## config.mk

```make
export PLATFORM = sky130hd
export DESIGN_NAME = alu_op_sequencer
export DESIGN_NICKNAME = d
export VERILOG_FILES = /design/src/rtl/alu_op_sequencer.sv
export SDC_FILE = /design/constraint.sdc
export NUM_CORES = 1
export LEC_CHECK = 0
export ABC_AREA = 0
export CORE_MARGIN = 2
export CORE_UTILIZATION = 40
export CTS_CLUSTER_SIZE = 24
export DETAILED_ROUTE_END_ITERATION = 16
export GPL_TIMING_DRIVEN = 0
export PLACE_DENSITY_LB_ADDON = 0.3
export SKIP_LAST_GASP = 1
export SLEW_MARGIN = 0
export SYNTH_ARGS = -nofsm -noshare
export SYNTH_HDL_FRONTEND = slang
export SYNTH_SLANG_ARGS = --single-unit
```

## constraint.sdc

```tcl
create_clock -name i_clk -period 3.7 [get_ports i_clk]
set_input_delay 0.74 -clock i_clk [delete_from_list [all_inputs] [get_ports i_clk]]
set_output_delay 0.74 -clock i_clk [all_outputs]
set_load 0.02 [all_outputs]
```

## src/rtl/alu_op_sequencer.sv

```systemverilog
// Command stage for the breadboard ALU: buffers {A, B, cmd} requests in a FIFO,
// issues them one at a time, waits ALU_LAT cycles and returns one result each.
module alu_op_sequencer #(
   parameter int DEPTH   = 4,
   parameter int ALU_LAT = 2
) (
   input  logic        i_clk,
   input  logic        i_rst,
   input  logic        i_in_valid,
   output logic        o_in_ready,
   input  logic [15:0] i_in_a,
   input  logic [15:0] i_in_b,
   input  logic [4:0]  i_in_cmd,
   output logic [15:0] o_alu_a,
   output logic [15:0] o_alu_b,
   output logic [4:0]  o_alu_cmd,
   output logic        o_alu_rst,
   output logic        o_alu_noop,
   input  logic [31:0] i_alu_acc,
   input  logic        i_alu_ovf,
   input  logic        i_alu_dbz,
   output logic        o_res_valid,
   input  logic        i_res_ready,
   output logic [31:0] o_res_data,
   output logic        o_res_err
);
   localparam int AW = $clog2(DEPTH);
   localparam int CW = AW + 1;
   localparam int WW = (ALU_LAT > 1) ? $clog2(ALU_LAT) : 1;
   localparam logic [CW-1:0] FULL_CNT  = CW'(DEPTH);
   localparam logic [WW-1:0] WAIT_LOAD = WW'(ALU_LAT - 1);

   typedef enum logic [2:0] {
      S_INIT  = 3'd0,
      S_IDLE  = 3'd1,
      S_ISSUE = 3'd2,
      S_WAIT  = 3'd3,
      S_DONE  = 3'd4
   } state_t;

   state_t        r_state;
   state_t        w_next;
   logic [36:0]   r_mem [DEPTH];
   logic [AW-1:0] r_wr_ptr;
   logic [AW-1:0] r_rd_ptr;
   logic [CW-1:0] r_count;
   logic [CW-1:0] w_count_next;
   logic [WW-1:0] r_wait;
   logic          r_in_ready;
   logic          r_res_valid;
   logic          r_res_err;
   logic [31:0]   r_res_data;
   logic          r_alu_rst;
   logic          r_alu_noop;
   logic [15:0]   r_alu_a;
   logic [15:0]   r_alu_b;
   logic [4:0]    r_alu_cmd;
   logic          w_push;
   logic          w_pop;
   logic          w_illegal;
   logic [15:0]   w_head_a;
   logic [15:0]   w_head_b;
   logic [4:0]    w_head_cmd;

   assign w_push = i_in_valid & r_in_ready;
   assign w_pop  = (r_state == S_IDLE) && (r_count != CW'(0));
   assign {w_head_a, w_head_b, w_head_cmd} = r_mem[r_rd_ptr];
   // Requests the ALU cannot execute are answered locally without an issue.
   assign w_illegal = (w_head_cmd == 5'd0) || (w_head_cmd > 5'd13) ||
                      ((w_head_cmd == 5'd4) && (w_head_b == 16'd0));

   // FIFO occupancy after this cycle's push/pop.
   always_comb begin
      w_count_next = r_count;
      case ({w_push, w_pop})
         2'b10:   w_count_next = r_count + CW'(1);
         2'b01:   w_count_next = r_count - CW'(1);
         default: w_count_next = r_count;
      endcase
   end

   // Next-state decode.
   always_comb begin
      w_next = r_state;
      case (r_state)
         S_INIT:  w_next = S_IDLE;
         S_IDLE: begin
            if (w_pop) begin
               if (w_illegal) w_next = S_DONE;
               else           w_next = S_ISSUE;
            end else begin
               w_next = S_IDLE;
            end
         end
         S_ISSUE: w_next = S_WAIT;
         S_WAIT: begin
            if (r_wait == WW'(0)) w_next = S_DONE;
            else                  w_next = S_WAIT;
         end
         S_DONE: begin
            if (i_res_ready) w_next = S_IDLE;
            else             w_next = S_DONE;
         end
         default: w_next = S_INIT;
      endcase
   end

   // State register.
   always_ff @(posedge i_clk) begin
      if (i_rst) r_state <= S_INIT;
      else       r_state <= w_next;
   end

   // FIFO storage and pointers; reset drops every buffered request.
   always_ff @(posedge i_clk) begin
      if (i_rst) begin
         r_wr_ptr <= AW'(0);
         r_rd_ptr <= AW'(0);
         r_count  <= CW'(0);
      end else begin
         if (w_push) begin
            r_mem[r_wr_ptr] <= {i_in_a, i_in_b, i_in_cmd};
            r_wr_ptr        <= r_wr_ptr + AW'(1);
         end
         if (w_pop) r_rd_ptr <= r_rd_ptr + AW'(1);
         r_count <= w_count_next;
      end
   end

   // Registered ALU drive, wait counter and result capture.
   always_ff @(posedge i_clk) begin
      if (i_rst) begin
         r_in_ready  <= 1'b0;
         r_res_valid <= 1'b0;
         r_res_data  <= 32'd0;
         r_res_err   <= 1'b0;
         r_alu_a     <= 16'd0;
         r_alu_b     <= 16'd0;
         r_alu_cmd   <= 5'd0;
         r_alu_rst   <= 1'b1;
         r_alu_noop  <= 1'b0;
         r_wait      <= WW'(0);
      end else begin
         r_in_ready  <= (r_state != S_INIT) && (w_count_next < FULL_CNT);
         r_alu_rst   <= (w_next == S_INIT);
         r_alu_noop  <= (w_next == S_IDLE) || (w_next == S_WAIT) || (w_next == S_DONE);
         r_res_valid <= (w_next == S_DONE);
         if (w_pop && !w_illegal) begin
            r_alu_a   <= w_head_a;
            r_alu_b   <= w_head_b;
            r_alu_cmd <= w_head_cmd;
         end
         if (r_state == S_ISSUE)                           r_wait <= WAIT_LOAD;
         else if ((r_state == S_WAIT) && (r_wait != WW'(0))) r_wait <= r_wait - WW'(1);
         if (w_pop && w_illegal) begin
            r_res_data <= 32'd0;
            r_res_err  <= 1'b1;
         end else if ((r_state == S_WAIT) && (r_wait == WW'(0))) begin
            r_res_data <= i_alu_acc;
            r_res_err  <= i_alu_ovf | i_alu_dbz;
         end
      end
   end

   assign o_in_ready  = r_in_ready;
   assign o_alu_a     = r_alu_a;
   assign o_alu_b     = r_alu_b;
   assign o_alu_cmd   = r_alu_cmd;
   assign o_alu_rst   = r_alu_rst;
   assign o_alu_noop  = r_alu_noop;
   assign o_res_valid = r_res_valid;
   assign o_res_data  = r_res_data;
   assign o_res_err   = r_res_err;
endmodule

```

==> results of run 1 <==
## power breakdown
part / internal [mW] / switching [mW]
Clock: 1.31 / 0.928
Sequential: 2.91 / 0.0772
Combinational: 0.559 / 0.549
## cells by family (layout without fill, tap and decap cells)
family                     count (synthesis)  in the layout  synth area share, %
DFF                                      235            235                70.65
adders and majority gates                  6              6               0.9431
muxes                                     74             74                13.88
AOI/OAI and AO/OA                         51             51                3.115
buffers and inverters                     35            231                2.215
and+or+nand+nor                          178            178                8.603
xor gates and xnor gates                   6              6               0.6003
## metal layers
metal / vias to the layer above / wire length, µm
met3: 33 / 1169
met5: - / 0
met1: 2610 / 7941
met4: 0 / 397
met2: 188 / 9527
li1: 2494 / -
## flip-flops by register name, summed over array words and instances, names as in the netlist, 2 cells and up, named ones only
signal,cells
o_alu_cmd,5
r_rd_ptr,2
r_mem,148
r_count,3
o_res_data,32
o_alu_a,16
o_alu_b,16
r_state,3
r_wr_ptr,2
## cell type report
cell class | instances | area [µm²] | area share [%]
repair buffers | 152 | 1562 | 13.68
plain buffers | 30 | 175.2 | 1.534
clock buffers | 35 | 703.2 | 6.158
multi-input cells | 315 | 2381 | 20.85
inverters | 5 | 18.77 | 0.1644
well taps | 280 | 350.3 | 3.068
clock inverters | 9 | 42.54 | 0.3726
flip-flops and latches | 235 | 6186 | 54.17
## critical path, cell delays in order (launching register included)
cell and delay (ns):
dfxtp_1 0.32, buf_6 0.19, buf_6 0.21, mux4_1 0.60, nor4_1 0.48, and4_1 0.38, a21o_1 0.16, buf_6 0.17
buf_12 0.16, mux2i_1 0.22
## path summary, 6_finish.rpt
path                                start                       to  slack, ns
hold / removal    o_alu_b[7]$_SDFFE_PP0N_  o_alu_b[7]$_SDFFE_PP0N_       0.46
hold reg to reg   o_alu_b[7]$_SDFFE_PP0N_  o_alu_b[7]$_SDFFE_PP0N_       0.46
setup / recovery                flip-flop  o_alu_a[4]$_SDFFE_PP0N_       0.71
setup reg to reg                flip-flop  o_alu_a[4]$_SDFFE_PP0N_       0.71
## placed cells by master (no fill, tap or decap), drive strengths merged
cell / synthesis / routed
clkdlybuf4s50: 0 / 148
edfxtp: 148 / 148
nand2: 141 / 141
dfxtp: 87 / 87
clkbuf: 16 / 51
a21oi: 41 / 41
mux2i: 37 / 37
mux4: 37 / 37
buf: 14 / 18
nor2: 12 / 12
clkinv: 0 / 8
inv: 5 / 5
ha: 5 / 5
nor3: 5 / 5
and2: 5 / 5
nor4: 4 / 4
a31oi: 3 / 3
xor2: 3 / 3
o21ai: 3 / 3
xnor2: 3 / 3
nand3: 2 / 2
or4: 2 / 2
nor4b: 1 / 1
and4: 1 / 1
a21o: 1 / 1
nor2b: 1 / 1
nor3b: 1 / 1
nand3b: 1 / 1
a21boi: 1 / 1
a311o: 1 / 1
a211oi: 1 / 1
or3: 1 / 1
and3: 1 / 1
fa: 1 / 1
clkinvlp: 0 / 1
## stage by stage
step | instance area (µm²) | instances | setup slack, ns | utilization (%) | hold WS [ns]
2_1_floorplan | 8756 | 585 | 1.349 | - | 0.4692
3_3_place_gp | 10590 | 1013 | 0.02970 | 48.97 | 0.4440
3_5_place_dp | 10670 | 1017 | 0.7494 | 49.36 | 0.4530
4_1_cts | 11420 | 1061 | 0.7200 | 52.81 | 0.4621
5_1_grt | 11420 | 1061 | 0.5309 | 52.81 | 0.4836
6_report | 11420 | 1061 | 0.7126 | 52.81 | 0.4577
==> flow_summary_export.csv, run 1 <==
group,metric,value,unit
final_layout,nNetsFinal,844,
pwr,ir_worst_vdd,0.0003254,V
final_layout,drive_above_1_share,12.04,%
clock_tree,cts-hold-fix-buffers,0,
worst_setup_path,start_kind,"flip-flop",
worst_setup_path,critPathKind,"reg2reg",
min_path,worstHoldPathCells,2,
sta,fmax,334.7,MHz
global_route,grt_pass1_vias,5696,
floorplanning,initial_core_util,40.50,%
worst_setup_path,worstSetupEndpointType,"flip-flop",
global_route,track_usage,16.36,%
clock_tree,clk_pin_slew,0.06,ns
placement,dp_hpwl,13.07,mm
pwr,finalPower,6.338,mW
placement,place.gp.congestion,0.7873,
logic_synthesis,syn-cell-area,8756,µm²
route,avgViaCountPerCell,5.019,
pwr,power_density,555.1,nW/µm²
floorplanning,io_pins,149,
placement,io_buffers,148,
clock_tree,clockRootBuffer,"clkbuf_16",
sta,skew,0.01585,ns
sta,slew_violations,0,
worst_setup_path,cp.arrival,3.40,ns
logic_synthesis,synth.largest_area_cell,"edfxtp_1",
logic_synthesis,synth_top_area_share,50.76,%
floorplanning,rows,54,
sta,setup_tns,0,ns
logic_synthesis,synthFlopType,"edfxtp_1",
logic_synthesis,yosysMostFrequentCell,"edfxtp_1",
min_path,holdCritPathClass,"reg2reg",
route,routedWlPerCell,17.94,µm
global_route,use_met3,3.508,%
logic_synthesis,yosysSeqAreaShare,70.65,%
clock_tree,cts_made_buffers,24,
floorplanning,die_area,23090,µm²
logic_synthesis,ys_warn_count,0,
route,dr.pass1.iters,4,
worst_setup_path,critPathMaxFanout,10,
clock_tree,cts_tree,"built",
sta,relSlewSlack,34.91,%
floorplanning,coreArea,21620,µm²
logic_synthesis,synth.net_count,666,
clock_tree,clockBufferDepth,3,
run_status,status,"finished clean",
logic_synthesis,synth.avg_cell_area,14.97,µm²
sta,post-route-min-period,2.987,ns
worst_setup_path,worst_ep_required_time,4.12,ns
logic_synthesis,synth_area_leaders,"edfxtp_1 (51%), dfxtp_1 (20%), mux4_2 (8.7%), nand2_1 (6.0%), mux2i_1 (4.2%)",
final_layout,area_growth,30.41,%
job,maxCapViolCount,0,
clock_tree,postCtsSetupRepairBufs,0,
sta,post-route-period-util,80.74,%
route,wirelength,19.04,mm
pwr,p_leak,3.832,nW
route,drt_drc_violations_left,0,
final_layout,diodes,0,
logic_synthesis,synth_cells,585,
clock_tree,clk_latency,0.50,ns
global_route,grt_use_met1,20.29,%
global_route,grt_max_degree,23,
floorplanning,die_h,152.0,µm
logic_synthesis,synth_common_cells,"edfxtp_1 (148), nand2_1 (141), dfxtp_1 (87), a21oi_1 (41), mux2i_1 (37)",
sta,tightestPinTransition,0.9742,ns
global_route,top_usage_layer,"met2",
clock_tree,postCtsResizedCells,0,
final_layout,fillers,1788,
global_route,antenna_found_initial,0,
global_route,grt-ovfl-total,0,
clock_tree,cts.sinks,235,
logic_synthesis,synth_cell_types,39,
worst_setup_path,r2r_cells,9,
global_route,use_met2,28.64,%
floorplanning,die_w,152.0,µm
logic_synthesis,async_flop_share,0,%
sta,rsz0062_at_grt,"no",
global_route,grt_pass1_wl,30.15,mm
route,drt_iter0_drc,308,
logic_synthesis,ys_ff_latch,235,
route,num_vias,5325,
logic_synthesis,synth_edf_count,148,
clock_tree,h-tree-depth,1,
sta,hold_viol_final,0,
sta,setup_viol,0,
route,ant_nets,0,
No activity file was read; power rests on OpenSTA's default activity.
==> inputs of run 2 (changes only) <==
==> constraint.sdc (replaced) <==
create_clock -name i_clk -period 2.7 [get_ports i_clk]
set_input_delay 0.54 -clock i_clk [delete_from_list [all_inputs] [get_ports i_clk]]
set_output_delay 0.54 -clock i_clk [all_outputs]
set_load 0.02 [all_outputs]
==> flow_summary_export.csv, run 2 (synthesis gave the netlist of run 1 again) <==
group,metric,value,unit
global_route,grt-ovfl-total,0,
clock_tree,h-tree-depth,1,
final_layout,diodes,0,
final_layout,drive_above_1_share,13.15,%
worst_setup_path,cp.arrival,3.01,ns
final_layout,top_register,"r_mem",
sta,slew_violations,0,
global_route,grt_max_degree,23,
sta,skew,0.01620,ns
pwr,finalPower,8.773,mW
route,drt_iter0_drc,288,
route,avgViaCountPerCell,5.029,
global_route,antenna_found_initial,0,
worst_setup_path,start_kind,"flip-flop",
global_route,track_usage,16.37,%
placement,io_buffers,148,
route,dr.pass1.iters,5,
pwr,p_leak,3.849,nW
floorplanning,rows,54,
global_route,grt_pass1_wl,30.21,mm
placement,dp_hpwl,13.07,mm
pwr,p_int,6.613,mW
worst_setup_path,critPathMaxFanout,10,
sta,post-route-period-util,97.27,%
sta,post-route-min-period,2.626,ns
pwr,p_sw,2.160,mW
sta,relSlewSlack,34.73,%
final_layout,largest_reg_flops,148,
clock_tree,cts_tree,"built",
floorplanning,die_area,23090,µm²
worst_setup_path,worstSetupEndpointType,"flip-flop",
job,maxCapViolCount,0,
final_layout,mostFrequentLayoutCells,"clkdlybuf4s50_1 (148), edfxtp_1 (148), nand2_1 (141), dfxtp_1 (87), a21oi_1 (41)",
route,wirelength,19.10,mm
worst_setup_path,critPathKind,"reg2reg",
clock_tree,cts_made_buffers,24,
pwr,clkPwrFrac,35.1,%
floorplanning,io_pins,149,
clock_tree,cts.sinks,235,
final_layout,nNetsFinal,846,
route,ant_nets,0,
pwr,p_seq_share,46.7,%
sta,setup_tns,0,ns
worst_setup_path,worst_ep_required_time,3.08,ns
global_route,grt_pass1_vias,5698,
clock_tree,clockRootBuffer,"clkbuf_16",
route,drt_drc_violations_left,0,
run_status,status,"finished clean",
floorplanning,die_h,152.0,µm
sta,setup_viol,0,
pwr,switching_share,24.62,%
pwr,ir_worst_vdd,0.0004497,V
floorplanning,coreArea,21620,µm²
placement,place.gp.congestion,0.7873,
clock_tree,clockBufferDepth,3,
sta,fmax,380.8,MHz
min_path,holdCritPathClass,"reg2reg",
floorplanning,die_w,152.0,µm
clock_tree,clk_latency,0.51,ns
route,num_vias,5346,
pwr,comb_power_share,18.2,%
sta,tightestPinTransition,0.9769,ns
route,routedWlPerCell,17.97,µm
sta,hold_viol_final,0,
clock_tree,clk_pin_slew,0.06,ns
final_layout,area_growth,31.47,%
pwr,power_density,762.1,nW/µm²
floorplanning,initial_core_util,40.50,%
## run 2: changes by cell type in the layout (fill, tap and decap cells not counted), moves of 2 or more
cell and change:
buf_2 -5, buf_12 +4, mux4_2 +2, buf_6 -3, buf_4 +6, mux4_1 -2
nor4_1 -2
## run 2: final timing paths
kind	startpoint	slack (ns)	cells past startpoint	to
max	flip-flop	0.07	9	o_res_data[9]$_SDFFE_PP0P_
min	o_alu_b[7]$_SDFFE_PP0N_	0.46	2	o_alu_b[7]$_SDFFE_PP0N_
max reg2reg	flip-flop	0.07	9	o_res_data[9]$_SDFFE_PP0P_
min reg2reg	o_alu_b[7]$_SDFFE_PP0N_	0.46	2	o_alu_b[7]$_SDFFE_PP0N_
## run 2: final cells by class
class                      instances  area, µm²
fill                            1785      10110
sequential                       235       6186
multi-input combinational        315       2407
timing repair buffer             154       1589
clock buffer                      35      703.2
tap                              280      350.3
buffer                            30      214.0
clock inverter                     9      42.54
inverter                           5      18.77
## run 2: timing repair
action | 4_1_cts | 5_1_grt
gates cloned | 0 | 0
hold endpoints to repair | 0 | 0
setup endpoints to repair | 67 | 59
buffers inserted | 0 | 2
hold buffers | 0 | 0
pin swaps | 0 | 2
resized for setup | 12 | 12
## run 2: stage by stage
step / hold WS [ns] / util [%] / setup WS (ns) / instances / area, µm²
finish: 0.4586 / 53.24 / 0.07374 / 1063 / 11510
global route: 0.4836 / 53.24 / -0.01997 / 1063 / 11510
CTS: 0.4621 / 52.99 / 0.003821 / 1061 / 11460
detailed placement: 0.4530 / 49.36 / -0.2506 / 1017 / 10670
global placement: 0.4440 / 48.97 / -0.7703 / 1013 / 10590
floorplan: 0.4692 / - / 0.3492 / 585 / 8756
## run 2: layer usage
layer  GRT usage [%]  up-vias  part of all wire (%)
met5               0        -                     0
met4           5.251        0                   2.0
met3           3.537       29                   5.8
met2           28.72      185                    50
met1           20.26     2633                    42
li1                -     2499                     -
## run 2: worst max-delay path, cell delays in order, from the launching register on
cell and delay [ns]:
dfxtp_1 0.37, buf_12 0.17, buf_12 0.16, mux4_2 0.56
nor4_4 0.34, and4_4 0.28, buf_4 0.12, a311o_2 0.25
buf_4 0.19, a21oi_1 0.06
## run 2: power by group through the flow
| stage | Clock (mW) | Sequential (mW) | Combinational, mW |
|---|---|---|---|
| finish | 3.08 | 4.10 | 1.60 |
| global route | 3.28 | 4.11 | 1.73 |
| CTS | 3.15 | 4.10 | 1.59 |
| detailed placement | 0 | 4.17 | 1.53 |
| global placement | 0 | 4.16 | 1.50 |
| floorplan | 0 | 4.26 | 0.890 |
==> inputs of run 3 (changes only) <==
--- a/config.mk
+++ b/config.mk
@@ -6,7 +6,6 @@
 export NUM_CORES = 1
 export LEC_CHECK = 0
 export ABC_AREA = 0
-export CORE_MARGIN = 2
 export CORE_UTILIZATION = 40
 export CTS_CLUSTER_SIZE = 24
 export DETAILED_ROUTE_END_ITERATION = 16
==> flow_summary_export.csv, run 3 (synthesis gave the netlist of run 1 again) <==
group,metric,value,unit
run_status,status,"finished clean",
route,dr.pass1.iters,4,
sta,tightestPinTransition,0.9986,ns
placement,place.gp.congestion,0.8490,
floorplanning,die_w,150.0,µm
sta,post-route-period-util,95.16,%
sta,fmax,389.2,MHz
sta,fin_hold_ws,0.4539,ns
floorplanning,die_area,22490,µm²
final_layout,finalNonFillerCells,1059,
worst_setup_path,worst_ep_required_time,3.08,ns
placement,io_buffers,148,
min_path,worstHoldPathCells,2,
worst_setup_path,critPathKind,"reg2reg",
final_layout,area_growth,32.55,%
placement,dp_hpwl,13.04,mm
sta,rsz0062_at_grt,"yes",
route,wirelength,19.07,mm
final_layout,diodes,0,
sta,slew_violations,0,
global_route,grt-ovfl-total,0,
clock_tree,cts_tree,"built",
final_layout,top_register,"r_mem",
final_layout,nNetsFinal,848,
clock_tree,h-tree-depth,1,
clock_tree,clk_latency,0.51,ns
global_route,track_usage,17.09,%
global_route,grt_max_degree,22,
floorplanning,die_h,150.0,µm
route,ant_nets,0,
clock_tree,cts.sinks,235,
pwr,power_density,783.7,nW/µm²
worst_setup_path,start_kind,"flip-flop",
pwr,finalPower,9.096,mW
worst_setup_path,worstSetupEndpointType,"flip-flop",
route,routedWlPerCell,18.01,µm
sta,post-route-min-period,2.569,ns
pwr,p_leak,3.915,nW
placement,dp_cells,1012,
route,num_vias,5412,
final_layout,mostFrequentLayoutCells,"clkdlybuf4s50_1 (148), edfxtp_1 (148), nand2_1 (141), dfxtp_1 (87), a21oi_1 (40)",
clock_tree,clockRootBuffer,"clkbuf_16",
sta,hold_viol_final,0,
worst_setup_path,r2r_setup_slack,0.13,ns
min_path,holdCritPathClass,"reg2reg",
global_route,grt_pass1_wl,29.27,mm
floorplanning,io_pins,149,
global_route,antenna_found_initial,1,
sta,relSlewSlack,33.28,%
sta,setup_viol,0,
floorplanning,rows,53,
worst_setup_path,r2r_cells,7,
worst_setup_path,cp.arrival,2.95,ns
route,drt_drc_violations_left,0,
clock_tree,clockBufferDepth,3,
clock_tree,cts-hold-fix-buffers,0,
sta,skew,0.01544,ns
clock_tree,cts_made_buffers,24,
global_route,grt_pass1_vias,5582,
route,avgViaCountPerCell,5.110,
job,maxCapViolCount,0,
final_layout,drive_above_1_share,14.16,%
floorplanning,initial_core_util,41.26,%
route,drt_iter0_drc,236,
pwr,ir_worst_vdd,0.0004097,V
clock_tree,clk_pin_slew,0.06,ns
final_layout,largest_reg_flops,148,
floorplanning,coreArea,21220,µm²
worst_setup_path,critPathMaxFanout,10,
-- run 3: layer usage --
layer,part of all wire [%],up-vias,GRT usage (%)
li1,-,2514,-
met1,40,2677,20.19
met2,51,187,31.00
met3,6.4,32,3.262
met4,2.1,2,5.758
met5,0.052,-,0
-- run 3: area by class of cell --
| class | instances | area [µm²] |
|---|---|---|
| Inverter | 5 | 18.77 |
| Fill cell | 1676 | 9614 |
| Multi-Input combinational cell | 315 | 2401 |
| Clock buffer | 34 | 737.0 |
| Sequential cell | 235 | 6186 |
| Buffer | 30 | 216.5 |
| Clock inverter | 9 | 98.84 |
| Tap cell | 275 | 344.1 |
| Timing Repair Buffer | 156 | 1604 |
-- run 3: metrics by stage --
stage	setup slack [ns]	TNS, ns	utilization, %	area [µm²]
after floorplan	0.3492	0	-	8756
after global placement	-0.7734	-123.32	49.86	10580
after detailed placement	-0.2603	-11.73	50.27	10670
after CTS	0.003896	0	54.31	11520
after global routing	-0.0003595	-0.0003595	54.69	11610
final	0.1306	0	54.69	11610
-- run 3: worst paths after layout --
kind | start | to
setup / recovery | flip-flop | o_res_data[21]$_SDFFE_PP0P_
hold / removal | o_res_data[0]$_SDFFE_PP0P_ | o_res_data[0]$_SDFFE_PP0P_
setup reg to reg | flip-flop | o_res_data[21]$_SDFFE_PP0P_
hold reg to reg | o_res_data[0]$_SDFFE_PP0P_ | o_res_data[0]$_SDFFE_PP0P_
-- run 3: what timing repair did --
action	4_1_cts	5_1_grt
endpoints found under the setup margin	68	60
gates resized for setup	9	13
setup buffers	0	4
pin swaps	0	3
-- run 3: critical path, cell delays in order (launching register included) --
cell	delay (ns)
dfxtp_1	0.36
buf_12	0.16
mux4_2	0.54
or4_4	0.57
nor3_4	0.23
a311o_2	0.30
clkbuf_4	0.22
a21oi_1	0.06
-- run 3: where the power goes --
part	internal (mW)	switching [mW]	total, mW
clock	2.09	1.30	3.39
sequential	3.99	0.102	4.09
combinational	0.828	0.784	1.61
